$ cat src/rtl/pipe_stage_reg_pkg.sv
// Shared state encoding and occupancy helper for the pipeline-stage controllers.
package pipe_stage_reg_pkg;

  typedef enum logic [1:0] {
    ST_EMPTY     = 2'b00,
    ST_FULL      = 2'b01,
    ST_SKID_FULL = 2'b10
  } state_t;

  function automatic logic [1:0] state_count(input state_t s);
    case (s)
      ST_FULL:      state_count = 2'd1;
      ST_SKID_FULL: state_count = 2'd2;
      default:      state_count = 2'd0;
    endcase
  endfunction

endpackage

$ cat src/rtl/pipe_stage_reg_register.sv
// N-bit load-enabled register with asynchronous active-low reset to RESET_VAL.
module pipe_stage_reg_register #(
  parameter int            N         = 32,
  parameter logic [N-1:0]  RESET_VAL = '0
) (
  input  logic         clk,
  input  logic         rst,
  input  logic         load,
  input  logic [N-1:0] d,
  output logic [N-1:0] q
);

  always_ff @(posedge clk or negedge rst) begin
    if (!rst)      q <= RESET_VAL;
    else if (load) q <= d;
  end

endmodule

$ cat src/rtl/pipe_stage_reg.sv
// Valid/ready pipeline stage with optional skid slot and synchronous flush.
module pipe_stage_reg
  import pipe_stage_reg_pkg::*;
#(
  parameter int            N         = 32,
  parameter bit            SKID      = 1'b1,
  parameter logic [N-1:0]  RESET_VAL = '0
) (
  input  logic         clk,
  input  logic         rst,
  input  logic         flush,
  input  logic         in_valid,
  output logic         in_ready,
  input  logic [N-1:0] in_data,
  output logic         out_valid,
  input  logic         out_ready,
  output logic [N-1:0] out_data,
  output logic [1:0]   count
);

  state_t       state, state_nx;
  logic         acc, drn, load_main, rdy_nx;
  logic [N-1:0] main_d, skid_q;

  assign acc = in_valid & in_ready;
  assign drn = out_valid & out_ready;

  always_comb begin
    state_nx  = ST_EMPTY;
    load_main = 1'b0;
    case (state)
      ST_EMPTY: begin
        if (acc) begin
          state_nx  = ST_FULL;
          load_main = 1'b1;
        end
      end
      ST_FULL: begin
        if (acc && drn) begin
          state_nx  = ST_FULL;
          load_main = 1'b1;
        end else if (drn)          state_nx = ST_EMPTY;
        else if (acc && SKID)      state_nx = ST_SKID_FULL;
        else                       state_nx = ST_FULL;
      end
      ST_SKID_FULL: begin
        // Without a skid slot this encoding is illegal and falls back to EMPTY.
        if (SKID) begin
          if (drn) begin
            state_nx  = ST_FULL;
            load_main = 1'b1;
          end else begin
            state_nx  = ST_SKID_FULL;
          end
        end
      end
      default: state_nx = ST_EMPTY;
    endcase
    if (flush) begin
      state_nx  = ST_EMPTY;
      load_main = 1'b0;
    end
  end

  // Ready is a function of next state only, so there is no comb path from out_ready.
  assign rdy_nx = SKID ? (state_nx != ST_SKID_FULL) : (state_nx == ST_EMPTY);
  assign main_d = (state == ST_SKID_FULL) ? skid_q : in_data;

  always_ff @(posedge clk or negedge rst) begin
    if (!rst) begin
      state     <= ST_EMPTY;
      in_ready  <= 1'b0;
      out_valid <= 1'b0;
      count     <= 2'd0;
    end else begin
      state     <= state_nx;
      in_ready  <= rdy_nx;
      out_valid <= (state_nx != ST_EMPTY);
      count     <= state_count(state_nx);
    end
  end

  pipe_stage_reg_register #(.N(N), .RESET_VAL(RESET_VAL)) u_main (
    .clk  (clk),
    .rst  (rst),
    .load (load_main),
    .d    (main_d),
    .q    (out_data)
  );

  if (SKID) begin : g_skid
    logic load_skid;
    assign load_skid = acc & ~drn & ~flush & (state == ST_FULL);
    pipe_stage_reg_register #(.N(N), .RESET_VAL(RESET_VAL)) u_skid (
      .clk  (clk),
      .rst  (rst),
      .load (load_skid),
      .d    (in_data),
      .q    (skid_q)
    );
  end else begin : g_noskid
    assign skid_q = RESET_VAL;
  end

endmodule
$ cat config.mk
export PLATFORM = sky130hd
export DESIGN_NAME = pipe_stage_reg
export DESIGN_NICKNAME = d
export VERILOG_FILES = /design/src/rtl/pipe_stage_reg_pkg.sv /design/src/rtl/pipe_stage_reg_register.sv /design/src/rtl/pipe_stage_reg.sv
export SDC_FILE = /design/constraint.sdc
export NUM_CORES = 1
export LEC_CHECK = 0
export BUFFER_PORTS_ARGS = -buffer_cell sky130_fd_sc_hd__buf_2
export CAP_MARGIN = 40
export CORE_ASPECT_RATIO = 0.8
export CORE_MARGIN = 5
export CORE_UTILIZATION = 55
export CTS_BUF_LIST = sky130_fd_sc_hd__clkbuf_2 sky130_fd_sc_hd__clkbuf_4 sky130_fd_sc_hd__clkbuf_8
export CTS_CLUSTER_DIAMETER = 80
export DETAILED_ROUTE_END_ITERATION = 10
export PLACE_DENSITY = 0.82
export SKIP_LAST_GASP = 1
export SYNTH_ARGS = -nofsm -noshare
export SYNTH_HDL_FRONTEND = slang
export SYNTH_SLANG_ARGS = --single-unit
$ cat constraint.sdc
create_clock -name clk -period 1.75 [get_ports clk]
set_input_delay 0.35 -clock clk [delete_from_list [all_inputs] [get_ports clk]]
set_output_delay 0.35 -clock clk [all_outputs]
set_load 0.01 [all_outputs]
==> reports/qor.csv, run 1 <==
stage,metric,value,unit
setup_path,Crit Path Class,reg -> reg,
logic_synthesis,post-synthesis sequential area ratio,57.1,%
run,Max-Cap Viols,0,
clocking,clk sinks,70,
final_layout,area grow syn2layout,31.4,%
sta,Final WS setup,-0.000166,ns
power,total power,5.12,mW
worst_hold_path,HP Class,in -> async,
global_route,largest net degree at the start of global routing,71,
setup_path,worst r2r src,state[0],
sta,Max Clk Rate,571,MHz
floorplan,DIE AREA,7180,um^2
sta,Slew @ Worst Pin,0.441,ns
sta,Fin Clk Skew,0.00553,ns
setup_path,R2R Setup Slk,-0.0002,ns
clocking,clk root buf,clkbuf_8,
logic_synthesis,synthesis warning total,0,
drt,via/cell ratio,5.08,
power,sequential share of power,48.0,%
global_route,initial antenna violation count,0,
sta,final hold vios,0,
floorplan,die height,76.8,um
floorplan,I/O pin cnt,73,
drt,drt pass-1 iters,5,
placed_design,area post-placement,3620,um^2
logic_synthesis,Syn Inst Count,197,
logic_synthesis,number of synthesized register bits,70,
sta,Final Slew Violations,0,
logic_synthesis,Synth top area share,57.1,%
setup_path,CP arrival,1.98,ns
floorplan,# rows,24,
floorplan,initial core utilization,56.5,%
drt,drt drc,0,
final_layout,post-route cell area,4030,um^2
clocking,CTS Buf Count,9,
final_layout,fillers,377,
placed_design,hpwl dp,3910,um
sta,Finish-stage setup viols,3,
global_route,vias in the first global route,2049,
run_status,status,finished with violations,
global_route,Congestion Overflow GR,0,
global_route,Overall Global Routing Usage,17.4,%
floorplan,Chip Width,93.5,um
setup_path,required time of the critical path,1.98,ns
logic_synthesis,Synth area leaders,"dfrtp_1, mux2_2, mux2_1",
final_layout,"Core Util, Final",74.2,%
power,Sw Share,27.5,%
setup_path,R2R cell count,5,
global_route,first-pass GRT wire length,9760,um
setup_path,crit path max fanout,6,
final_layout,area of the multi-input gates,1310,um^2
sta,period utilisation layout,100,%
drt,post-route antenna net violation count,0,
floorplan,Core Region,5440,um^2
logic_synthesis,"Distinct cells, synth",22,
setup_path,critical path capture point type,flip-flop,
clocking,Worst-path clk slew,0.07,ns
final_layout,Antenna Cells,0,
final_layout,Final nets,330,
drt,Routed wire per std cell,16.4,um
sta,Tmin final,1.75,ns
final_layout,Sequential Area,1750,um^2
sta,RSZ-0062 raised after global routing,yes,
power,Comb pwr share,26.8,%
clocking,clk_lat worst skew,0.34,ns
logic_synthesis,syn_nets,236,
placed_design,RD Place Congestion,0.721,
power,Max VDD drop,744,uV
power,P_sw,1.41,mW
logic_synthesis,Syn Std Cell Area,3070,um^2
power,P_int,3.71,mW
sta,Rel. slew slack,70.4,%
drt,via count,1899,
drt,DRT Wirelength,6120,um
logic_synthesis,syn avg cell area,15.6,um^2
final_layout,fraction of layout cells with a size suffix above 1,61.5,%
power,clock group share of total power,25.1,%
logic_synthesis,"area leader, netlist",dfrtp_1,
setup_path,R2R Path End,u_main.q[26],
setup_path,Worst Setup Start Kind,flip-flop,
clocking,Max clock buf depth,2,
drt,initial drt markers,55,
placed_design,# port buffers,72,
clocking,# H-tree levels,3,
power,leakage power,1.87,nW
clocking,CTS tree,done,
power,PD cells,1270,nW/um^2
run_status,violated checks,setup timing,
cells in the final DEF (no fill, tap or decap), types with 2 or more instances in the layout:
master	count
mux2_2	54
clkinv_2	3
nand3b_1	2
clkbuf_16	3
clkbuf_8	10
buf_6	5
nand2_2	2
buf_12	6
mux2_1	32
buf_2	72
mux2_4	10
dfrtp_1	69
buf_4	7
ha_1	2
cell usage after synthesis:
cell type  instances
buf_6              3
a31oi_2            1
inv_1              2
mux2_1            32
buf_4              3
nand2_1            2
nand4b_1           1
and2_1             2
dfrtp_1           70
nand4bb_1          1
mux2_2            64
o22ai_1            1
ha_1               2
nand2b_1           1
or3b_1             1
buf_2              4
a21o_1             1
a21boi_0           1
nor3b_1            1
nand3b_1           2
nor3_2             1
a31oi_1            1
cell families (layout without fill, tap and decap cells):
group                      count (synthesis)  after routing  share of synthesized area, %
buffers and inverters                     12            111                          2.73
muxes                                     96             96                          35.2
and+or+nand+nor                           12             12                          2.85
AOI/OAI and AO/OA                          5              5                          1.30
DFF                                       70             70                          57.1
adders and majority gates                  2              2                         0.815
registers in the layout, summed over array words and instances (netlist names):
register,cells
g_skid.u_skid.q,32
u_main.q,32
count,2
state,2
in_ready,1
out_valid,1
worst max path at each step:
stage / startpoint / depth (start not counted) / endpoint / slack [ns]
6_report: state[0] / 5 / u_main.q[26] / -0.0002
5_1_grt: state[0] / 5 / u_main.q[17] / -0.05
3_5_place_dp: in_valid / 7 / u_main.q[29] / -0.05
4_1_cts: in_ready / 6 / u_main.q[29] / 0.009
3_3_place_gp: in_valid / 7 / u_main.q[15] / -0.002
2_1_floorplan: in_ready / 6 / u_main.q[0] / 0.05
worst max-delay path: stages, from the launching register on:
cell	delay, ns
dfrtp_2	0.45
nand4b_1	0.27
a31oi_4	0.27
buf_6	0.17
clkbuf_16	0.16
mux2_2	0.33
metal layers:
| layer | up-vias | wire length (um) | GRT usage [%] |
|---|---|---|---|
| li1 | 902 | - | - |
| met3 | 7 | 460 | 7.44 |
| met1 | 935 | 2830 | 21.4 |
| met2 | 55 | 2760 | 26.7 |
| met5 | - | 0 | 0 |
| met4 | 0 | 64 | 7.47 |
repair_timing:
action / 4_1_cts / 5_1_grt
resized for setup: 0 / 21
hold buffers: 0 / 0
setup endpoints to repair: 0 / 64
buffers inserted: 0 / 4
cell type report:
type	count	share of cell area (%)
Clock buffer	10	3.41
Clock inverter	6	1.52
Inverter	2	0.186
Multi-Input combinational cell	115	32.5
Sequential cell	70	43.5
Tap cell	78	2.42
Timing Repair Buffer	93	16.5
stage by stage:
step | hold slack, ns | cells | setup slack, ns | TNS (ns)
final | 0.0222 | 374 | -0.000166 | -0.000365
after floorplan | 0.0544 | 197 | 0.0522 | 0
after CTS | 0.0275 | 365 | 0.00902 | 0
after global routing | 0.0373 | 374 | -0.0506 | -1.36
after global placement | 0.403 | 349 | -0.00240 | -0.00974
after detailed placement | 0.406 | 349 | -0.0535 | -1.67
power groups by stage:
stage | clock network [mW] | logic [mW] | registers, mW
5_1_grt | 1.41 | 1.51 | 2.54
4_1_cts | 1.32 | 1.28 | 2.46
6_report | 1.29 | 1.37 | 2.46
3_3_place_gp | 0 | 1.23 | 2.46
3_5_place_dp | 0 | 1.27 | 2.49
2_1_floorplan | 0 | 0.662 | 2.55
Note: power is estimated with default switching activity, not from simulation.
==> run 2, diff against run 1 <==
CORE_UTILIZATION = 30   (was 55)
PLACE_DENSITY = unset   (was 0.82)
clock period = 2.18 ns   (was 1.75 ns; I/O delays follow)
==> reports/qor.csv, run 2 (synthesis results as in run 1) <==
stage,metric,value,unit
setup_path,crit path cell chain,nand2_1 -> inv_1 -> ha_1 -> nand3b_1 -> a31oi_4 -> buf_12 -> mux2_2,
sta,Finish-stage setup viols,0,
clocking,CTS Buf Count,9,
clocking,clk sinks,70,
final_layout,"most common cell after layout, fill and taps aside",buf_2,
final_layout,"commonest cells after routing, fill and taps aside","buf_2, dfrtp_1, mux2_2",
drt,highest routed layer,met4,
drt,drt pass-1 iters,4,
sta,period utilisation layout,80.5,%
placed_design,hpwl dp,4280,um
final_layout,"Core Util, Final",37.7,%
floorplan,DIE AREA,12400,um^2
setup_path,CP arrival,1.97,ns
global_route,Congestion Overflow GR,0,
drt,drt drc,0,
final_layout,Final nets,316,
clocking,clk root buf,clkbuf_8,
clocking,post-CTS resize count,0,
drt,via count,1833,
drt,post-route antenna net violation count,0,
drt,routed length on met2,2580,um
sta,smallest hold slack,0.0404,ns
drt,DRT Wirelength,6040,um
sta,Fin Clk Skew,0.00647,ns
global_route,Overall Global Routing Usage,10.7,%
final_layout,fraction of layout cells with a size suffix above 1,57.0,%
drt,met1 wire length,2860,um
sta,Tmin final,1.75,ns
clocking,Max clock buf depth,2,
sta,final hold vios,0,
sta,setup TNS,0,ns
drt,metal3 WL,531,um
floorplan,I/O pin cnt,73,
placed_design,placed cell count,406,
floorplan,# rows,33,
clocking,Post-CTS Hold Fix Bufs,0,
setup_path,required time of the critical path,2.39,ns
drt,via/cell ratio,4.37,
clocking,# H-tree levels,3,
setup_path,Crit Path Class,reg -> reg,
clocking,clk_lat worst skew,0.33,ns
floorplan,Core Region,10100,um^2
clocking,Worst-path clk slew,0.07,ns
power,total power,3.84,mW
setup_path,crit path max fanout,16,
final_layout,area grow syn2layout,24.1,%
placed_design,RD Place Congestion,0.738,
drt,initial drt markers,58,
placed_design,pre-CTS setup slack,0.277,ns
final_layout,Antenna Cells,0,
floorplan,Chip Width,123,um
sta,RSZ-0062 raised after global routing,no,
drt,Routed wire per std cell,14.4,um
setup_path,critical path capture point type,flip-flop,
sta,Final WS setup,0.425,ns
floorplan,die height,100,um
setup_path,Worst Setup Start Kind,flip-flop,
clocking,CTS tree,done,
sta,Slew @ Worst Pin,0.440,ns
power,PD cells,1010,nW/um^2
sta,Rel. slew slack,70.6,%
global_route,initial antenna violation count,0,
final_layout,Largest regs,"g_skid.u_skid.q (32), u_main.q (32)",
clocking,"Setup Fix Bufs, Post-CTS",0,
floorplan,initial core utilization,30.3,%
worst_hold_path,HP Class,in -> async,
placed_design,area post-placement,3650,um^2
run_status,status,finished clean,
final_layout,Layout Cells excl Fill,419,
final_layout,post-route cell area,3810,um^2
global_route,first-pass GRT wire length,10100,um
global_route,largest net degree at the start of global routing,54,
setup_path,Worst path slowest cell,dfrtp_1,
power,leakage power,1.71,nW
power,Max VDD drop,431,uV
placed_design,# port buffers,72,
global_route,vias in the first global route,2023,
setup_path,largest stage delay on the critical path,0.38,ns
run,Max-Cap Viols,0,
sta,Max Clk Rate,570,MHz
sta,Final Slew Violations,0,
[run 2: cell count changes in the layout (fill, tap and decap cells not counted), moves of 2 or more]
cell / change
buf_12: -2
mux2_2: +10
nand2_2: -2
mux2_4: -10
nand2_1: +2
buf_6: -5
buf_4: -4
clkbuf_16: -3
[run 2: layout make-up]
type	count	area [um^2]
clock buffers	11	151
fillers	981	6310
clock inverters	2	10.0
flip-flops and latches	70	1750
inverters	2	7.51
repair buffers	79	463
well taps	140	175
multi-input cells	115	1250
[run 2: power by group]
| part | switching, mW | internal (mW) | leakage [nW] |
|---|---|---|---|
| logic | 0.410 | 0.577 | 0.784 |
| clock network | 0.441 | 0.452 | 0.0869 |
| registers | 0.204 | 1.76 | 0.842 |
[run 2: path summary, 6_finish.rpt]
| kind | from | endpoint | slack [ns] | cells past startpoint |
|---|---|---|---|---|
| max | out_valid | u_main.q[13] | 0.43 | 7 |
| min | rst | u_main.q[25] | 0.04 | 1 |
| max reg2reg | out_valid | u_main.q[13] | 0.43 | 7 |
| min reg2reg | g_skid.u_skid.q[5] | g_skid.u_skid.q[5] | 0.49 | 1 |
| max in group asynchronous | rst | g_skid.u_skid.q[0] | 1.50 | 2 |
| min in group clk | in_data[5] | g_skid.u_skid.q[5] | 0.34 | 2 |
[run 2: critical path, delay by kind of cell, from the launching register on]
kind            cells  cell delay, ns
mux                 1            0.34
flops               1            0.38
buf+inv             2            0.27
fa+ha+maj           1            0.14
simple gates        2            0.21
compound gates      1            0.27
[run 2: metal layers]
metal | GRT usage, % | up-vias
met5 | 0 | -
met4 | 3.57 | 0
met3 | 5.05 | 8
met1 | 14.1 | 901
li1 | - | 864
met2 | 15.4 | 60
